`src/rtl/scumv_proto_router.sv`:
```
// rtl/scumv_proto_router.sv - tag-prefixed request/response router between host UART FIFOs and NUM_CH channels
// Optional response watchdog: define SCUMV_ROUTER_TIMEOUT_EN.
module scumv_proto_router #(
    parameter int                   NUM_CH         = 3,
    // Channel 0 occupies the least-significant slice of each packed table.
    parameter logic [NUM_CH*24-1:0] CH_TAGS        = {"dbg", "stl", "asc"},
    parameter logic [NUM_CH*8-1:0]  REQ_LEN        = {8'd4, 8'd16, 8'd22},
    parameter logic [NUM_CH*8-1:0]  RESP_LEN       = {8'd4, 8'd16, 8'd1},
    parameter logic [7:0]           SEP_CHAR       = 8'h2B,
    parameter int                   TIMEOUT_CYCLES = 1_000_000,
    parameter logic [7:0]           ERR_BYTE       = 8'hEE
) (
    input  logic                  clk,
    input  logic                  reset,
    input  logic [7:0]            rx_data,
    input  logic                  rx_valid,
    output logic                  rx_ready,
    output logic [7:0]            tx_data,
    output logic                  tx_valid,
    input  logic                  tx_ready,
    output logic [7:0]            ch_req_data,
    output logic [NUM_CH-1:0]     ch_req_valid,
    input  logic [NUM_CH-1:0]     ch_req_ready,
    input  logic [8*NUM_CH-1:0]   ch_resp_data,
    input  logic [NUM_CH-1:0]     ch_resp_valid,
    output logic [NUM_CH-1:0]     ch_resp_ready,
    output logic [2:0]            active_ch,
    output logic                  busy,
    output logic [15:0]           txn_count,
    output logic [7:0]            err_count
);

    typedef enum logic [2:0] {
        IDLE,
        P1,
        P2,
        P3,
        FWD,
        RESP
`ifdef SCUMV_ROUTER_TIMEOUT_EN
        ,
        ERR
`endif
    } state_t;

    state_t              state, state_n;
    logic [NUM_CH-1:0]   mask, mask_n;
    logic [2:0]          sel, sel_n;
    logic [7:0]          cnt, cnt_n;
    logic [15:0]         txn_n;
    logic                err_inc;
    logic                resync;

    logic [NUM_CH-1:0]   m1, m2, m3;
    logic [2:0]          low;
    logic [7:0]          req_len_sel, resp_len_sel, resp_data_sel;
    logic                req_ready_sel, resp_valid_sel;

`ifdef SCUMV_ROUTER_TIMEOUT_EN
    localparam logic [19:0] WDOG_LIM = 20'(TIMEOUT_CYCLES - 1);
    logic [19:0]         wdog, wdog_n;
`endif

    assign ch_req_data = rx_data;
    assign active_ch   = sel;

    // Per-channel tag character matches, lowest candidate, and selected-channel muxes.
    always_comb begin
        m1             = '0;
        m2             = '0;
        m3             = '0;
        low            = 3'd0;
        req_len_sel    = 8'd0;
        resp_len_sel   = 8'd0;
        resp_data_sel  = 8'd0;
        req_ready_sel  = 1'b0;
        resp_valid_sel = 1'b0;
        for (int i = 0; i < NUM_CH; i++) begin
            m1[i] = (rx_data == CH_TAGS[24*i+16 +: 8]);
            m2[i] = (rx_data == CH_TAGS[24*i+8 +: 8]);
            m3[i] = (rx_data == CH_TAGS[24*i +: 8]);
            if (sel == 3'(i)) begin
                req_len_sel    = REQ_LEN[8*i +: 8];
                resp_len_sel   = RESP_LEN[8*i +: 8];
                resp_data_sel  = ch_resp_data[8*i +: 8];
                req_ready_sel  = ch_req_ready[i];
                resp_valid_sel = ch_resp_valid[i];
            end
        end
        for (int i = NUM_CH - 1; i >= 0; i--) begin
            if (mask[i]) low = 3'(i);
        end
    end

    // Next-state, counters and pass-through handshake outputs.
    always_comb begin
        state_n       = state;
        mask_n        = mask;
        sel_n         = sel;
        cnt_n         = cnt;
        txn_n         = txn_count;
        err_inc       = 1'b0;
        resync        = 1'b0;
        rx_ready      = 1'b0;
        tx_valid      = 1'b0;
        tx_data       = 8'h00;
        ch_req_valid  = '0;
        ch_resp_ready = '0;
        busy          = 1'b0;
`ifdef SCUMV_ROUTER_TIMEOUT_EN
        wdog_n        = wdog;
`endif
        case (state)
            IDLE: begin
                rx_ready = 1'b1;
                if (rx_valid) resync = 1'b1;
            end
            P1: begin
                rx_ready = 1'b1;
                if (rx_valid) begin
                    if ((mask & m2) != '0) begin
                        mask_n  = mask & m2;
                        state_n = P2;
                    end else begin
                        err_inc = 1'b1;
                        resync  = 1'b1;
                    end
                end
            end
            P2: begin
                rx_ready = 1'b1;
                if (rx_valid) begin
                    if ((mask & m3) != '0) begin
                        mask_n  = mask & m3;
                        state_n = P3;
                    end else begin
                        err_inc = 1'b1;
                        resync  = 1'b1;
                    end
                end
            end
            P3: begin
                rx_ready = 1'b1;
                if (rx_valid) begin
                    if (rx_data == SEP_CHAR && mask != '0) begin
                        sel_n   = low;
                        cnt_n   = 8'd0;
                        state_n = FWD;
                    end else begin
                        err_inc = 1'b1;
                        resync  = 1'b1;
                    end
                end
            end
            FWD: begin
                busy     = 1'b1;
                rx_ready = req_ready_sel;
                for (int i = 0; i < NUM_CH; i++) begin
                    ch_req_valid[i] = rx_valid && (sel == 3'(i));
                end
                if (rx_valid && req_ready_sel) begin
                    if ((cnt + 8'd1) == req_len_sel) begin
                        cnt_n = 8'd0;
                        if (resp_len_sel == 8'd0) begin
                            state_n = IDLE;
                            txn_n   = txn_count + 16'd1;
                        end else begin
                            state_n = RESP;
`ifdef SCUMV_ROUTER_TIMEOUT_EN
                            wdog_n  = 20'd0;
`endif
                        end
                    end else begin
                        cnt_n = cnt + 8'd1;
                    end
                end
            end
            RESP: begin
                busy     = 1'b1;
                tx_valid = resp_valid_sel;
                tx_data  = resp_data_sel;
                for (int i = 0; i < NUM_CH; i++) begin
                    ch_resp_ready[i] = tx_ready && (sel == 3'(i));
                end
                if (resp_valid_sel && tx_ready) begin
`ifdef SCUMV_ROUTER_TIMEOUT_EN
                    wdog_n = 20'd0;
`endif
                    if ((cnt + 8'd1) == resp_len_sel) begin
                        cnt_n   = 8'd0;
                        state_n = IDLE;
                        txn_n   = txn_count + 16'd1;
                    end else begin
                        cnt_n = cnt + 8'd1;
                    end
                end
`ifdef SCUMV_ROUTER_TIMEOUT_EN
                else if (wdog == WDOG_LIM) begin
                    state_n = ERR;
                end else begin
                    wdog_n = wdog + 20'd1;
                end
`endif
            end
`ifdef SCUMV_ROUTER_TIMEOUT_EN
            ERR: begin
                busy     = 1'b1;
                tx_valid = 1'b1;
                tx_data  = ERR_BYTE;
                if (tx_ready) begin
                    err_inc = 1'b1;
                    cnt_n   = 8'd0;
                    state_n = IDLE;
                end
            end
`endif
            default: state_n = IDLE;
        endcase
        // A failed prefix byte is re-examined as a potential first tag char.
        if (resync) begin
            if (m1 != '0) begin
                mask_n  = m1;
                state_n = P1;
            end else begin
                mask_n  = '0;
                state_n = IDLE;
            end
        end
    end

    // State and counter registers with synchronous reset.
    always_ff @(posedge clk) begin
        if (reset) begin
            state     <= IDLE;
            mask      <= '0;
            sel       <= 3'd0;
            cnt       <= 8'd0;
            txn_count <= 16'd0;
            err_count <= 8'd0;
        end else begin
            state     <= state_n;
            mask      <= mask_n;
            sel       <= sel_n;
            cnt       <= cnt_n;
            txn_count <= txn_n;
            if (err_inc && err_count != 8'hFF) err_count <= err_count + 8'd1;
        end
    end

`ifdef SCUMV_ROUTER_TIMEOUT_EN
    // Response watchdog register.
    always_ff @(posedge clk) begin
        if (reset) wdog <= 20'd0;
        else       wdog <= wdog_n;
    end
`endif

endmodule

```
`config.mk`:
```
export PLATFORM = sky130hd
export DESIGN_NAME = scumv_proto_router
export DESIGN_NICKNAME = d
export VERILOG_FILES = /design/src/rtl/scumv_proto_router.sv
export SDC_FILE = /design/constraint.sdc
export NUM_CORES = 1
export LEC_CHECK = 0
export BUFFER_PORTS_ARGS = -buffer_cell sky130_fd_sc_hd__buf_2
export CAP_MARGIN = 10
export CORE_MARGIN = 2
export CORE_UTILIZATION = 47
export DETAILED_ROUTE_END_ITERATION = 12
export GPL_ROUTABILITY_DRIVEN = 1
export PLACE_DENSITY = 0.84
export SLEW_MARGIN = 20
export SYNTH_ARGS = -nofsm -noshare
export SYNTH_HDL_FRONTEND = slang
export SYNTH_SLANG_ARGS = --single-unit
```
`constraint.sdc`:
```
create_clock -name clk -period 2.1 [get_ports clk]
set_input_delay 0.21 -clock clk [delete_from_list [all_inputs] [get_ports clk]]
set_output_delay 0.21 -clock clk [all_outputs]
set_load 0.02 [all_outputs]
```
==> results.md <==
Power and ir drop:
- The switching fraction of total power is about a quarter.
- The switching power summed over all nets is around 400 uW.
- For this design the ratio of total power to cell area is roughly 380 nW/um2.
- Per report_power, the sequential group accounts for 46.9% of the total.
- Internal power comes to 1.23 mW.
- The clock network fraction of total power is 39.2%.
- Of the total power, combinational logic draws 13.9%.
- In this run the static leakage power is 1.80 nW.
- The worst IR drop on VDD is around 0.37 mV.

Setup path:
- The endpoint identified for the worst register-to-register timing path is txn_count[5].
- In this run the register-to-register setup slack is -20 ps.
- The worst register-to-register path has a depth of 9.
- Traced cell by cell, the critical path runs through ha_4 -> and3_4 -> xor2_4 -> o32ai_4 -> nand4_4 -> buf_6 -> nor4_4 -> xnor2_1 -> nor2_1.
- The category of the critical setup timing path is reg2reg.
- The startpoint of the lowest-slack register-to-register path is cnt[0].
- The cell with the largest stage delay on the worst path is dfxtp_4.
- The type of origin of the critical path is a flip-flop.
- The data required time at the worst endpoint is ~2300 ps.
- The nature of the critical path endpoint is a flip-flop.
- The maximum fanout encountered on the critical timing path is 7.
- At the worst endpoint, the arrival time is 2290 ps.
- In this design, the stage delay of the slowest critical-path cell is roughly 360 ps.

Drt:
- The number of remaining DRC errors is 0.
- For this run, the detailed router's first-pass iteration total came to 6.
- The post-detailed-route count of antenna-violating nets is 0.
- The routed wirelength normalized by instance count is ~15 um.
- Summing over every cut layer, the via total after detailed routing is about 3500.
- Dividing the detail-routed via count by the number of cells gives 5.75.
- The final layout contains routed wiring with a total length of roughly 9000 um.
- For this block, the initial DRC count from the detailed router was roughly 230.

Die:
- The count of boundary I/O pins is 94.
- The placeable core area is between 6000 and 7000 um2.
- The width of the die is 84.9 um.
- The site row count is 29.
- The die covers slightly above 7000 um2.
- The floorplan step set the die height to 84.9 um.
- The effective utilization at floorplan is 48.5%.

Yosys:
- The most frequent cell after synthesis is nor2_1.
- After synthesis, the mean cell area works out to approximately 7.7 um2.
- Ranked by total cell area, the synthesized netlist is headed by dfxtp_1 (26%), nor2_1 (7.6%), mux2i_1 (4.6%).
- After synthesis, flip-flops and latches occupy 26.0% of the total area.
- The count of cell types in the netlist is 69.
- After synthesis the cells add up to between 3000 and 4000 um2.
- In the synthesized netlist, the cells that appear most often are nor2_1 (62), dfxtp_1 (40), nand2_1 (34).
- The cell type contributing the most total cell area after synthesis is dfxtp_1.
- The number of nets produced by synthesis is between 400 and 500.
- For this run, the leading register cell type out of synthesis is dfxtp_1.
- The number of warning messages in the yosys log is 0.
- The share of Yosys cell area claimed by the top area cell type is a little over a quarter.
- The synthesized design contains 0 enable-type register cells.
- Counting flops and latches in the post-synthesis netlist gives 40.
- After synthesis, the share of flip-flops with an asynchronous set or reset is 0%.
- The number of standard cells after synthesis is 401.

CTS:
- CTS saw 40 sinks.
- The latest clock arrival within the worst-skew pair is 290 ps.
- The number of clock buffers inserted by TritonCTS is 5.
- The number of buffers inserted by hold repair at cts is 0.
- The cell sitting at the root of the clock tree is a clkbuf_8.
- The largest buffer count on any clock path is 2.
- TritonCTS built the clock tree.
- The H-tree was split into 2 levels.
- Clock-pin slew was measured on the worst setup and hold paths at ~80 ps.

Timing:
- The fmax is 472 MHz.
- The worst setup margin is -20.2 ps.
- Headroom to the max-slew limit came out at between 60 and 70%.
- The aggregate negative setup slack is -86.7 ps.
- The final max-slew violation count is 0.
- Setup repair after global routing could not meet its margin everywhere.
- The fraction of the cycle the final worst path needs is 101%.
- The final hold violation count is 0.
- The smallest clock period supported by the final layout is computed as 2120 ps.
- Clock skew on the completed layout was measured at approximately 4.6 ps.
- At the pin with the least slew margin, the transition time is 560 ps.
- Setup violations remaining at the end of the flow were counted as 6.

Hold path:
- The start point of the worst min-delay path is rx_valid.
- The worst hold-check path type is in2reg.
- The end point of the most critical hold path is state[2].
- The worst hold path was traced through 3 stages.

Cells and area:
- The summed area of non-filler cells in the final layout is roughly 4300 um2.
- Relative to the synthesized area, the layout overhead comes to 39.8%.
- Counting the fill cells in the layout gives 480.
- The post-layout net count is between 500 and 600.
- The layout cell share with drive strength beyond 1 is roughly two fifths.
- The repair_antennas step left the layout with diodes totalling 0.

Place:
- Buffers placed on the I/O ports in this run total around 90.
- The congestion estimate from routability-driven global placement came to between 0.8 and 0.9.
- The cell area after placement is between 3000 and 4000 um2.
- The half-perimeter wire length of the detailed placement result is a little under 7000 um.

GRT:
- The initial antenna violation count came to 0.
- The wire length of the first global-routing pass is 14700 um.
- In the global route stage, overall resource usage came out at between 20% and 30%.
- For this run the aggregate overflow at the end of global routing stands at 0.
- Entering global routing, the biggest net connects 31 pins.
- The number of global-route vias before repair was about 3300.

Status:
- The checks that failed: setup timing.
- The run finished, with violations left.

Run:
- The tool flagged a number of max-cap violations equal to 0.
cell families (layout without fill, tap and decap cells):
family	after synthesis	after routing	synth area share, %
buffers and inverters	47	175	8.01
other	1	1	0.122
AOI/OAI and AO/OA	70	70	16.9
adders and majority gates	3	3	1.22
and+or+nand+nor	197	197	34.0
DFF	40	40	26.0
xor gates and xnor gates	27	27	8.38
muxes	16	16	5.29
layer usage:
metal	up-vias	GRT usage (%)	wire length [um]
met3	26	6.03	566
met5	-	0	0
met4	0	4.91	172
li1	1669	-	-
met2	141	44.8	4780
met1	1651	28.6	3710
repair_timing:
| action | CTS | global route |
|---|---|---|
| endpoints found under the hold margin | 0 | 0 |
| resized for setup | 13 | 29 |
| endpoints found under the setup margin | 11 | 27 |
| setup buffers | 1 | 3 |
| pin swaps | 2 | 12 |
worst max-delay path: cells and delay by family (launching register included):
family / cells / cell delay (ps)
xor+xnor: 2 / 300
compound gates: 1 / 320
flops: 1 / 360
buf+inv: 1 / 190
fa+ha+maj: 1 / 180
simple gates: 4 / 640
through the flow:
step / setup slack (ps) / hold WS, ps / utilization [%] / std cells / power (mW)
floorplan: -12.4 / 417 / - / 401 / 0.906
global placement: -20.8 / 489 / 62.5 / 594 / 0.989
detailed placement: -105 / 507 / 62.5 / 594 / 0.998
CTS: -9.57 / 340 / 65.5 / 603 / 1.63
global route: -139 / 379 / 67.7 / 606 / 1.70
finish: -20.2 / 383 / 67.7 / 606 / 1.63
power groups by stage:
stage	clock network [mW]	logic, mW	registers (mW)
6_report	0.641	0.227	0.766
5_1_grt	0.682	0.248	0.766
4_1_cts	0.651	0.214	0.767
3_5_place_dp	0	0.212	0.785
3_3_place_gp	0	0.204	0.785
2_1_floorplan	0	0.120	0.787
placed cells by master, fill, tap and decap left out, types with 3 or more instances in the layout:
master     instances
a2bb2oi_1          3
nand3b_1           4
nor2_1            60
or2_2              4
clkbuf_8           7
o211ai_1           3
xor2_1            10
dfxtp_1           32
dfxtp_2            5
buf_4             59
nand3_1           18
a21oi_1           16
a311o_1            4
mux2i_1           13
nand2b_1          10
nor2b_1            6
a21o_1             3
buf_2             92
o21ai_0            8
buf_6              3
nand4_1            8
and3_1             4
xnor2_1           13
dfxtp_4            3
a211oi_1           4
nand2_1           32
nor4_4             6
nor3_2             4
inv_1             13
nor3_1            11
layout make-up:
class | instances | area (um2) | area share (%)
clock buffer | 8 | 121 | 2.82
inverter | 13 | 48.8 | 1.13
multi-input combinational | 314 | 2280 | 53.0
sequential | 40 | 818 | 19.0
tap | 77 | 96.3 | 2.24
timing repair buffer | 154 | 937 | 21.8
worst max-delay path by stage:
stage                          endpoint         start  slack [ps]
after detailed placement       state[0]  active_ch[0]        -110
after global routing      txn_count[15]        cnt[0]        -140
after global placement     txn_count[5]        cnt[0]         -20
final                      txn_count[5]        cnt[0]         -20
after floorplan           txn_count[10]        cnt[0]         -10
after CTS                 txn_count[10]        cnt[0]         -10
registers in the layout, summed over array words and instances (netlist names):
name and count:
state 3, txn_count 16, cnt 8, active_ch 2
err_count 8, mask 3
Note: power is estimated with default switching activity, not from simulation.
